## config.mk

```make
export PLATFORM = sky130hd
export DESIGN_NAME = fifo_ms_drain_arb
export DESIGN_NICKNAME = d
export VERILOG_FILES = /design/src/rtl/fifo_ms_pkg.sv /design/src/rtl/fifo_ms_skid2.sv /design/src/rtl/fifo_ms_drain_arb.sv
export SDC_FILE = /design/constraint.sdc
export NUM_CORES = 1
export LEC_CHECK = 0
export ABC_AREA = 1
export CAP_MARGIN = 20
export CORE_MARGIN = 2
export CORE_UTILIZATION = 35
export DETAILED_ROUTE_END_ITERATION = 12
export PLACE_DENSITY_LB_ADDON = 0.12
export SETUP_SLACK_MARGIN = 0.5
export SLEW_MARGIN = 20
export SYNTH_ARGS = -nofsm -noshare
export SYNTH_HDL_FRONTEND = slang
export SYNTH_HIERARCHICAL = 1
export SYNTH_SLANG_ARGS = --single-unit
```

## constraint.sdc

```tcl
create_clock -name ck -period 2.75 [get_ports ck]
set_clock_uncertainty 0.05 [all_clocks]
set_input_delay 0.6875 -clock ck [delete_from_list [all_inputs] [get_ports ck]]
set_output_delay 0.6875 -clock ck [all_outputs]
set_load 0.01 [all_outputs]
```

## src/rtl/fifo_ms_pkg.sv

```systemverilog
// fifo_ms_pkg: shared arbiter state, channel count and counter width
// for the dual-channel FIFO drain arbiter.
package fifo_ms_pkg;

  localparam int NCH   = 2;
  localparam int CNT_W = 16;

  typedef enum logic [1:0] {
    IDLE = 2'd0,
    GNT0 = 2'd1,
    GNT1 = 2'd2
  } arb_state_e;

endpackage

```

## src/rtl/fifo_ms_skid2.sv

```systemverilog
// fifo_ms_skid2: 2-entry tagged output buffer, head at entry 0.
// Accepts a push and a pop in the same cycle even when full.
module fifo_ms_skid2 #(
  parameter int DW = 8
) (
  input  logic          ck,
  input  logic          rst,
  input  logic          push,
  input  logic [DW-1:0] push_data,
  input  logic          push_ch,
  input  logic          pop_ready,
  output logic [DW-1:0] head_data,
  output logic          head_ch,
  output logic          head_valid,
  output logic [1:0]    occ
);

  logic [DW-1:0] d0_q, d0_d, d1_q, d1_d;
  logic          c0_q, c0_d, c1_q, c1_d;
  logic [1:0]    cnt_q, cnt_d, cnt_pop;
  logic          valid_q, valid_d;
  logic          pop;

  always_comb begin
    d0_d    = d0_q;
    d1_d    = d1_q;
    c0_d    = c0_q;
    c1_d    = c1_q;
    pop     = valid_q & pop_ready;
    cnt_pop = cnt_q - 2'(pop);
    if (pop) begin
      d0_d = d1_q;
      c0_d = c1_q;
    end
    // the new word lands right behind whatever survives the pop
    if (push) begin
      if (cnt_pop == 2'd0) begin
        d0_d = push_data;
        c0_d = push_ch;
      end else begin
        d1_d = push_data;
        c1_d = push_ch;
      end
    end
    cnt_d   = cnt_pop + 2'(push);
    valid_d = (cnt_d != 2'd0);
  end

  always_ff @(posedge ck) begin
    if (!rst) begin
      d0_q    <= '0;
      d1_q    <= '0;
      c0_q    <= 1'b0;
      c1_q    <= 1'b0;
      cnt_q   <= '0;
      valid_q <= 1'b0;
    end else begin
      d0_q    <= d0_d;
      d1_q    <= d1_d;
      c0_q    <= c0_d;
      c1_q    <= c1_d;
      cnt_q   <= cnt_d;
      valid_q <= valid_d;
    end
  end

  assign head_data  = d0_q;
  assign head_ch    = c0_q;
  assign head_valid = valid_q;
  assign occ        = cnt_q;

endmodule

```

## src/rtl/fifo_ms_drain_arb.sv

```systemverilog
// fifo_ms_drain_arb: drains a dual-channel FIFO into a 2-entry skid.
// Define FIFO_MS_DRAIN_CNT_EN to add per-channel transfer counters.
module fifo_ms_drain_arb
  import fifo_ms_pkg::*;
#(
  parameter int DW    = 8,
  parameter int BURST = 4
) (
  input  logic           ck,
  input  logic           rst,
  input  logic [NCH-1:0] empty,
  input  logic [DW-1:0]  dataout,
  output logic [NCH-1:0] rd,
  output logic [DW-1:0]  out_data,
  output logic           out_ch,
  output logic           out_valid,
  input  logic           out_ready
`ifdef FIFO_MS_DRAIN_CNT_EN
  ,
  output logic [CNT_W-1:0] drained_cnt0,
  output logic [CNT_W-1:0] drained_cnt1
`endif
);

  localparam int BW = $clog2(BURST + 1);
  localparam logic [BW-1:0] BMAX = BW'(BURST);

  arb_state_e     state_q, state_d;
  logic [BW-1:0]  burst_q, burst_d;
  logic           inflight_q, inflight_d;
  logic           inflight_ch_q, inflight_ch_d;
  logic [NCH-1:0] last_rd_q, last_rd_d;
  logic [NCH-1:0] rd_c;
  logic [1:0]     occ, load;
  logic           room, sw;

  always_comb begin
    state_d = state_q;
    unique case (state_q)
      IDLE: begin
        if (!empty[0])      state_d = GNT0;
        else if (!empty[1]) state_d = GNT1;
      end
      GNT0: begin
        if (&empty) state_d = IDLE;
        else if (!empty[1] && (empty[0] || burst_q == BMAX))
          state_d = GNT1;
      end
      GNT1: begin
        if (&empty) state_d = IDLE;
        else if (!empty[0] && (empty[1] || burst_q == BMAX))
          state_d = GNT0;
      end
      default: state_d = IDLE;
    endcase
  end

  assign sw   = (state_d != state_q);
  assign load = occ + {1'b0, inflight_q};
  assign room = (load < 2'd2);

  // never re-read a channel whose registered empty has not caught up yet
  always_comb begin
    rd_c = '0;
    if (!sw && room) begin
      unique case (1'b1)
        (state_q == GNT0):
          if (!empty[0] && !last_rd_q[0]) rd_c = 2'b01;
        (state_q == GNT1):
          if (!empty[1] && !last_rd_q[1]) rd_c = 2'b10;
        default: rd_c = '0;
      endcase
    end
  end

  assign rd = rst ? rd_c : '0;

  always_comb begin
    burst_d = burst_q;
    if (sw)
      burst_d = '0;
    else if (|rd_c && burst_q != BMAX)
      burst_d = burst_q + BW'(1);
    inflight_d    = |rd_c;
    inflight_ch_d = rd_c[1];
    last_rd_d     = rd_c;
  end

  always_ff @(posedge ck) begin
    if (!rst) begin
      state_q       <= IDLE;
      burst_q       <= '0;
      inflight_q    <= 1'b0;
      inflight_ch_q <= 1'b0;
      last_rd_q     <= '0;
    end else begin
      state_q       <= state_d;
      burst_q       <= burst_d;
      inflight_q    <= inflight_d;
      inflight_ch_q <= inflight_ch_d;
      last_rd_q     <= last_rd_d;
    end
  end

  fifo_ms_skid2 #(.DW(DW)) u_skid (
    .ck         (ck),
    .rst        (rst),
    .push       (inflight_q),
    .push_data  (dataout),
    .push_ch    (inflight_ch_q),
    .pop_ready  (out_ready),
    .head_data  (out_data),
    .head_ch    (out_ch),
    .head_valid (out_valid),
    .occ        (occ)
  );

`ifdef FIFO_MS_DRAIN_CNT_EN
  logic             xfer;
  logic [CNT_W-1:0] cnt0_q, cnt0_d, cnt1_q, cnt1_d;

  always_comb begin
    xfer   = out_valid & out_ready;
    cnt0_d = cnt0_q + CNT_W'(xfer & ~out_ch);
    cnt1_d = cnt1_q + CNT_W'(xfer & out_ch);
  end

  always_ff @(posedge ck) begin
    if (!rst) begin
      cnt0_q <= '0;
      cnt1_q <= '0;
    end else begin
      cnt0_q <= cnt0_d;
      cnt1_q <= cnt1_d;
    end
  end

  assign drained_cnt0 = cnt0_q;
  assign drained_cnt1 = cnt1_q;
`endif

endmodule

```

Yosys cells after proc, flatten, opt, wreduce, memory -nomap -nowiden
Cells that the tools add are included.
W data, S select, Z words.
{"block": "classes", "multipliers": 0, "n_addsub": 4, "n_div": 0, "bitwise_logic": 3, "shifts": 0, "n_eq_ne": 5, "magnitude_cmp": 1, "n_reduce_logical": 20, "n_mux": 18}
{"op": "$mux W8", "count": 3}
{"op": "$mux W2", "count": 9}
{"op": "$logic_and A1 B1 Y1", "count": 6}
{"op": "$pmux W2 S3", "count": 1}
{"op": "$logic_not A1 Y1", "count": 5}
{"op": "$add A2 B1 Y2", "count": 2}
{"op": "$logic_not A2 Y1", "count": 2}
{"op": "$mux W1", "count": 4}
{"op": "$pmux W2 S2", "count": 1}
{"op": "$reduce_and A2 Y1", "count": 2}
{"op": "$reduce_or A2 Y1", "count": 2}
{"op": "$add A3 B1 Y3 const B", "count": 1}
{"op": "$eq A3 B3 Y1 const B", "count": 1}
{"op": "$ne A3 B3 Y1 const B", "count": 1}
{"op": "$eq A2 B1 Y1 const B", "count": 1}
{"op": "$eq A2 B2 Y1 const B", "count": 1}
{"op": "$logic_or A1 B1 Y1", "count": 2}
{"op": "$lt A2 B2 Y1 const B", "count": 1}
{"op": "$ne A2 B2 Y1", "count": 1}
{"op": "$not A1 Y1", "count": 2}
{"op": "$reduce_bool A2 Y1", "count": 1}
{"op": "$sub A2 B1 Y2", "count": 1}
{"op": "$and A1 B1 Y1", "count": 1}
{"block": "word_totals", "ram_bits": 0, "romBits": 0, "elab_cells": 62, "ff_bits": 30, "n_memories": 0, "latchBits": 0}

Longest topological paths before layout
Gate-level depths: netlist of the first run.
{"block": "logic_depth", "ltp_word": 12, "depth_mapped": 15, "mapped_depth_nobuf": 15}

Hierarchy
The synthesis of the first run kept the hierarchy.
{"module": "fifo_ms_skid2", "instances": 1, "area_per_inst_um2": 1102.3, "seq_area_each_um2": 420.4, "cells_each": 168}
{"module": "fifo_ms_drain_arb", "instances": 1, "area_per_inst_um2": 605.6, "seq_area_each_um2": 180.2, "cells_each": 83}

Worst setup path before layout of the first run
No wires, ideal clock.
{"block": "synth_path", "path_type": "input port to output port", "startpoint": "input empty[1]", "endpoint": "output rd[1]", "path_slack_ns": 0.303, "arrival_time_ns": 1.709, "stages": 11, "path_buffers": 0, "required_time_ns": 2.013, "cell_sequence": "inv_1 nand2_1 nand2_1 nand2_1 nand3_1 nand3_2 nand2_2 nand2_1 nand2_1 nand3_2 nor3_1"}
{"block": "synth_between", "elab_chain_cells": 10, "word_cells_on_any_way": 20}
{"element": "start, declared", "line_no": "fifo_ms_drain_arb.sv:11", "rtl": "input logic [NCH-1:0] empty,"}
{"element": "$logic_or A1 B1 Y1 or $logic_not A1 Y1 (tied branches)", "line_no": "fifo_ms_drain_arb.sv:51, fifo_ms_drain_arb.sv:46, fifo_ms_drain_arb.sv:70"}
{"element": "$logic_and A1 B1 Y1 (on tied branches)", "line_no": "fifo_ms_drain_arb.sv:51, fifo_ms_drain_arb.sv:46"}
{"element": "$mux W2 (on tied branches)", "line_no": "fifo_ms_drain_arb.sv:51, fifo_ms_drain_arb.sv:46"}
{"element": "$mux W2 (on tied branches)", "line_no": "fifo_ms_drain_arb.sv:50, fifo_ms_drain_arb.sv:45"}
{"element": "$pmux W2 S3", "line_no": "fifo_ms_drain_arb.sv:39", "rtl": "unique case (state_q)"}
{"element": "$ne A2 B2 Y1", "line_no": "fifo_ms_drain_arb.sv:58", "rtl": "assign sw = (state_d != state_q);"}
{"element": "$logic_not A1 Y1", "line_no": "fifo_ms_drain_arb.sv:65", "rtl": "if (!sw && room) begin"}
{"element": "$logic_and A1 B1 Y1", "line_no": "fifo_ms_drain_arb.sv:65"}
{"element": "$mux W2 *", "line_no": "fifo_ms_drain_arb.sv:65"}
{"element": "$mux W2 *"}
{"element": "end, declared", "line_no": "fifo_ms_drain_arb.sv:13", "rtl": "output logic [NCH-1:0] rd,"}
Mark *: on every way between the ends. The rest lies on a longest branch, timed or not.

Final worst setup path of the first run
{"block": "layout_path", "startpoint": "input empty[0]", "endpoint": "output rd[1]"}
{"block": "layout_between", "elab_chain_cells": 10, "word_cells_on_any_way": 16}
{"element": "$logic_not A1 Y1 or $logic_or A1 B1 Y1 (tied branches)", "line_no": "fifo_ms_drain_arb.sv:51, fifo_ms_drain_arb.sv:46"}
{"element": "$logic_and A1 B1 Y1 (on tied branches)", "line_no": "fifo_ms_drain_arb.sv:51, fifo_ms_drain_arb.sv:46"}
{"element": "$mux W2 (on tied branches)", "line_no": "fifo_ms_drain_arb.sv:51, fifo_ms_drain_arb.sv:46"}
{"element": "$mux W2 (on tied branches)", "line_no": "fifo_ms_drain_arb.sv:50, fifo_ms_drain_arb.sv:45"}
{"element": "$pmux W2 S3 *", "line_no": "fifo_ms_drain_arb.sv:39"}
{"element": "$ne A2 B2 Y1 *", "line_no": "fifo_ms_drain_arb.sv:58"}
{"element": "$logic_not A1 Y1 *", "line_no": "fifo_ms_drain_arb.sv:65"}
{"element": "$logic_and A1 B1 Y1 *", "line_no": "fifo_ms_drain_arb.sv:65"}
{"element": "$mux W2 *", "line_no": "fifo_ms_drain_arb.sv:65"}
{"element": "$mux W2 *"}
Marked as above.

==> results_dict.tcl, run 1 <==
set metrics [dict create \
    crit_path_cell_trace "buf_6, buf_8, inv_12, nand2_4, nand2_4, nand2_1, nand3_1, nand3_2, nand2_2, nand2_2, nand2_2, nand3_4, nor3_4, buf_2" \
    switching_share_pct 31.7 \
    tritoncts_clock_tree "done" \
    cts-htree-levels 2 \
    power.share.clock_pct 32.0 \
    die_width_um 73.9 \
    synth_xor_xnor_area_share_pct 1.54 \
    fp.coreArea_um2 4720 \
    worst-endpoint-arrival_ps 1910 \
    required_ps 2010 \
    cells_after_synth 251 \
    crit_path_max_delay_cell_type "nor3_4" \
    p_leak_nw 1.15 \
    pre_cts_slack_ps -754 \
    cpLargestDelayFamily "simple AND/OR/NAND/NOR gates" \
    route.final.wire_length_mm 3.72 \
    num-fill-cells 511 \
    grt_setup_unrepaired "yes" \
    cell_internal_pwr_w 0.000772 \
    main_combinational_cell_family_by_area_after_synthesis "simple AND/OR/NAND/NOR gates" \
    power.combinational.fraction_pct 26.9 \
    detail_route.drc_violations 0 \
    pwr-share-seq_pct 41.1 \
    clk_pin_slew_ps 60 \
    synth_seq_area_share_pct 35.2 \
    cts_buffer_depth 2 \
    hold_path_depth 2 \
    placement_row_count 25 \
    crit_buf_inv 4 \
    timing.max_cap.violations 0 \
    worstSkewPairLatency_ps 270 \
    detailed_place_hpwl_mm 2.65 \
    synth_area_in_compound_gates_pct 5.27 \
    timing.final.crit_share_pct 96.4 \
    muxShareOfSynthArea_pct 0 \
    power-per-cell-area_nw_per_um2 484 \
    synth.most_common_cell "nand2_1" \
    areaGrowthSynthToFinish_pct 36.7 \
    r2r.worst_path.cells 16 \
    finalInstanceArea_um2 2330 \
    gpl.final_weighted_congestion 0.793 \
    timing.slew.headroom_pct 76.6 \
    setup-violations-final 0 \
    synth-async-reset-ratio_pct 0 \
    post_synth_instance_area_um2 1710 \
    initial_utilization_pct 36.2 \
    post_synth_main_area_contributors "dfxtp_1, nand2_1, nand3_1" \
    path_depth 14 \
    power_switching_w 0.000358 \
    max_stage_delay_ps 190 \
    yosys.area_share.simple_pct 41.1 \
    cpMostUsedCell "nand2_2" \
    cts_buffers 5 \
    max_clock_freq_mhz 377 \
    floorplan.die.height_um 73.9 \
    num_io_pins 25 \
    critical_path_peak_fanout 4 \
    globalRouteMet1Util_pct 18.3 \
    grt_pass1_vias 1419 \
    dieArea_um2 5450 \
    synth_edf_count 0 \
    synth.top_cell.area_share_pct 35.2 \
    grtUsageMet3_pct 3.70 \
    final_hold_viol_count 0 \
    postLayoutSetupSlackWorst_ps 98.7 \
    hp-class "reg2reg" \
    grt_first_pass_wirelength_mm 6.22 \
    synth.cells.most_frequent "nand2_1, inv_1, nor2_1" \
    post-synth-top-area-cell "dfxtp_1" \
    synthFlopType "dfxtp_1" \
    fin_cells 366 \
    nNetsFinal 318 \
    antenna_cells 0 \
    ys.warnings.count 6 \
    syn-mean-instance-area_um2 6.80 \
    gr-usage-all-layers_pct 15.0 \
    ant_nets 0 \
    grt_max_degree 22 \
    root_buffer_master "clkbuf_8" \
    crit_end_element "primary output" \
    ir_worst_vdd_mv 0.215 \
    firstDrtPassIters 4 \
    first_iter_violations 71 \
    maxSlewViolCount 0 \
    synth_nets 271 \
    timing.setup.tns_ps 0 \
    worst-slew-pin-transition_ps 349 \
    port-buffer-count 24 \
    yosys.area_share.adder_pct 5.13 \
    finalCriticalPeriod_ps 2650 \
    busiest_layer "met2" \
    drive_gt1_share_pct 23.4 \
    placedInstanceArea_um2 2170 \
    numClockSinks 30 \
    setup.worst_path.class "in2out" \
    status "finished clean" \
    grt_overflow 0 \
    synth_cell_types 29 \
    via_count 1590 \
    fin_worst_hold_slack_ps 436 \
    grt_antenna_before_repair 0 \
    ys_ff_latch 30 \
    placed_cells_incl_taps 353 \
    crit_path_start_kind "input pin" \
    routedWlPerCell_um 10.2 \
    viasPerCell 4.34 \
    grt_met2_use_pct 25.6 \
]
==> power groups by stage <==
stage / Clock (W) / Combinational, W / Sequential [W]
after floorplan: 0 / 0.000200 / 0.000477
after global placement: 0 / 0.000296 / 0.000475
after detailed placement: 0 / 0.000295 / 0.000475
after CTS: 0.000376 / 0.000302 / 0.000465
after global routing: 0.000399 / 0.000335 / 0.000466
final: 0.000361 / 0.000304 / 0.000465
==> cells by family after synthesis <==
family,count (synthesis)
buffers and inverters,44
XOR/XNOR,3
AND/OR/NAND/NOR,151
AO/OA/AOI/OAI,16
adder cells (fa/ha/maj),7
flip-flops,30
==> routing by layer <==
metal / up-vias / wire length, µm
met5: - / 0
met4: 0 / 55
met3: 5 / 123
met2: 22 / 1830
met1: 691 / 1710
li1: 872 / -
==> sequential cells by signal (all words and copies together) (netlist names) <==
register	flops
burst_q	3
inflight_ch_q	1
inflight_q	1
last_rd_q	2
state_q	2
u_skid/c1_q	1
u_skid/d1_q	8
u_skid/head_ch	1
u_skid/head_data	8
u_skid/head_valid	1
u_skid/occ	2
==> cell type report <==
class	count	area [µm²]	area share, %
sequential	30	603	25.8
clock inverter	1	5.00	0.214
multi-input combinational	177	986	42.2
tap	67	83.8	3.59
inverter	35	149	6.38
clock buffer	7	86.3	3.70
timing repair buffer	49	422	18.1
==> path summary, 6_finish.rpt <==
kind | start | end | slack [ps]
max | empty[0] | rd[1] | 100
min | u_skid/d1_q[5] | u_skid/d1_q[5] | 440
max reg2reg | burst_q[1] | burst_q[1] | 790
min reg2reg | u_skid/d1_q[5] | u_skid/d1_q[5] | 440
==> cell usage in the layout (no fill, tap or decap), types with 2 or more instances in the layout <==
cell	Yosys	routed
a21oi_1	12	12
buf_2	2	3
buf_4	0	24
clkbuf_8	0	6
clkdlybuf4s50_1	0	20
dfxtp_1	30	28
dfxtp_2	0	2
ha_1	7	6
inv_1	33	30
inv_2	2	3
nand2_1	70	63
nand2_2	5	9
nand2_4	2	5
nand3_1	28	27
nand3_2	3	3
nand3_4	2	3
nor2_1	32	32
nor3_4	0	2
xor2_1	2	2
==> worst reg2reg max path, stage by stage, from the launching register on <==
cell and delay (ps):
dfxtp_2 330, inv_2 40, ha_4 160, nand2_4 80, nand2_2 50, nand2_2 70
nand4_1 90, nand3_2 110, nand2_2 60, buf_4 130, buf_4 120, nand2_1 50
nand2_1 50, nor2_2 110, o2111ai_1 160, nand2_1 100, a21oi_1 60
==> stage by stage <==
step | utilization (%) | power (W)
floorplan | - | 0.000677
global placement | 45.9 | 0.000771
detailed placement | 45.9 | 0.000770
CTS | 48.8 | 0.00114
global route | 49.4 | 0.00120
finish | 49.4 | 0.00113
==> what timing repair did <==
item                                    CTS  global route
setup buffers                             4             1
gates resized for setup                  27             6
endpoints found under the setup margin    5             2
pin swaps                                12             5
hold buffers                              0             0
hold endpoints to repair                  0             0
Power figures use the tool's default switching activity.
==> inputs of run 2 (changes only) <==
CORE_ASPECT_RATIO = 0.8   (was default)
CTS_BUF_LIST = sky130_fd_sc_hd__clkbuf_4   (was default)
==> results_dict.tcl, run 2 (synthesis gave the netlist of run 1 again) <==
set metrics [dict create \
    cpMostUsedCell "nand2_2" \
    cpLargestDelayFamily "simple AND/OR/NAND/NOR gates" \
    worstSkewPairLatency_ps 330 \
    most-common-layout-cells "nand2_1, nor2_1, inv_1, buf_4" \
    maxSlewViolCount 0 \
    worst-endpoint-arrival_ps 1990 \
    finalInstanceArea_um2 2310 \
    cts_buffers 5 \
    multi_input_area_um2 978 \
    route.final.wire_length_mm 3.94 \
    status "finished clean" \
    hold_path_depth 2 \
    detailed_place_hpwl_mm 2.73 \
    gr-usage-all-layers_pct 16.6 \
    first_iter_violations 89 \
    required_ps 2010 \
    hp-class "reg2reg" \
    finalCriticalPeriod_ps 2730 \
    root_buffer_master "clkbuf_4" \
    crit_path_start_kind "input pin" \
    max_stage_delay_ps 210 \
    path_depth 14 \
    tritoncts_clock_tree "done" \
    final_hold_viol_count 0 \
    grt_overflow 0 \
    worst-slew-pin-transition_ps 429 \
    setup-violations-final 0 \
    max_clock_freq_mhz 366 \
    mostFrequentLayoutCell "nand2_1" \
    firstDrtPassIters 4 \
    die_width_um 82.1 \
    fin_total_pwr_w 0.00105 \
    routedWlPerCell_um 10.8 \
    timing.slew.headroom_pct 71.3 \
    num-fill-cells 496 \
    power-per-cell-area_nw_per_um2 455 \
    fp.coreArea_um2 4650 \
    antenna_cells 0 \
    via_count 1619 \
    ir_worst_vdd_mv 0.283 \
    grt_setup_unrepaired "yes" \
    fin_worst_hold_slack_ps 437 \
    cts.hold.buffers_added 0 \
    port-buffer-count 24 \
    critical_path_peak_fanout 4 \
    crit_path_cell_trace "buf_2, buf_6, inv_12, nand2_2, nand2_2, nand2_1, nand3_1, nand3_2, nand2_2, nand2_2, nand2_2, nand3_4, nor3_4, buf_2" \
    cts-htree-levels 2 \
    numClockSinks 30 \
    nNetsFinal 323 \
    viasPerCell 4.46 \
    crit_buf_inv 4 \
    placement_row_count 22 \
    placed_cells_incl_taps 351 \
    fin_cells 363 \
    r2r.worst_path.cells 17 \
    crit_path_max_delay_cell_type "nor3_4" \
    num_io_pins 25 \
    crit_end_element "primary output" \
    grt_pass1_vias 1470 \
    floorplan.die.height_um 66.5 \
    grt_first_pass_wirelength_mm 6.78 \
    ant_nets 0 \
    dieArea_um2 5460 \
    detail_route.drc_violations 0 \
    areaGrowthSynthToFinish_pct 35.1 \
    timing.max_cap.violations 0 \
    grt_max_degree 22 \
    initial_utilization_pct 36.7 \
    pre_cts_slack_ps -742 \
    grt_antenna_before_repair 0 \
    postLayoutSetupSlackWorst_ps 21.2 \
    seqCellArea_um2 603 \
    p_leak_nw 1.15 \
    timing.final.crit_share_pct 99.2 \
    clk_pin_slew_ps 80 \
    gpl.final_weighted_congestion 0.861 \
    drive_gt1_share_pct 24.4 \
    setup.worst_path.class "in2out" \
    placedInstanceArea_um2 2200 \
    cts_buffer_depth 2 \
]
run 2: cell types whose count changed in the layout (fill, tap and decap cells not counted), sizes merged:
cell / delta
clkinv: -1
buf: +5
run 2: stage by stage:
step                      util, %  TNS [ps]
after CTS                    48.8         0
after floorplan                 -         0
after global routing         49.6      -131
after detailed placement     47.2     -1430
after global placement       47.2     -1390
final                        49.6         0
run 2: path summary, 6_finish.rpt:
path,start,end,slack [ps]
worst min register to register,u_skid/c1_q,u_skid/c1_q,440
worst max register to register,burst_q[0],burst_q[0],680
worst min-delay path,u_skid/c1_q,u_skid/c1_q,440
worst max-delay path,empty[0],rd[1],20
run 2: cell type report:
| type | count | area share (%) |
|---|---|---|
| multi-input cells | 177 | 42.4 |
| flip-flops and latches | 30 | 26.1 |
| repair buffers | 54 | 19.5 |
| inverters | 35 | 6.45 |
| well taps | 60 | 3.25 |
| clock buffers | 7 | 2.28 |
run 2: per-layer routing:
layer | wire (µm) | GRT usage (%) | vias up
met5 | 0 | 0 | -
met4 | 66 | 6.88 | 0
met3 | 162 | 4.34 | 7
met2 | 1540 | 23.0 | 26
met1 | 2170 | 24.0 | 700
li1 | - | - | 886
run 2: timing repair:
action	4_1_cts	5_1_grt
pin swaps	12	4
setup buffers	2	3
endpoints found under the setup margin	5	2
cloned	0	0
hold endpoints to repair	0	0
resized for setup	26	3
run 2: tightest hold or removal path: cells and delay by family (launching register included):
family | cells | cell delay (ps)
DFF | 1 | 340
and+or+nand+nor | 1 | 80
AOI/OAI and AO/OA | 1 | 40
run 2: power by group:
group	leakage, nW	internal (W)	switching [W]
Sequential	0.243	0.000450	0.00000908
Combinational	0.874	0.000135	0.000195
Clock	0.0322	0.000116	0.000145
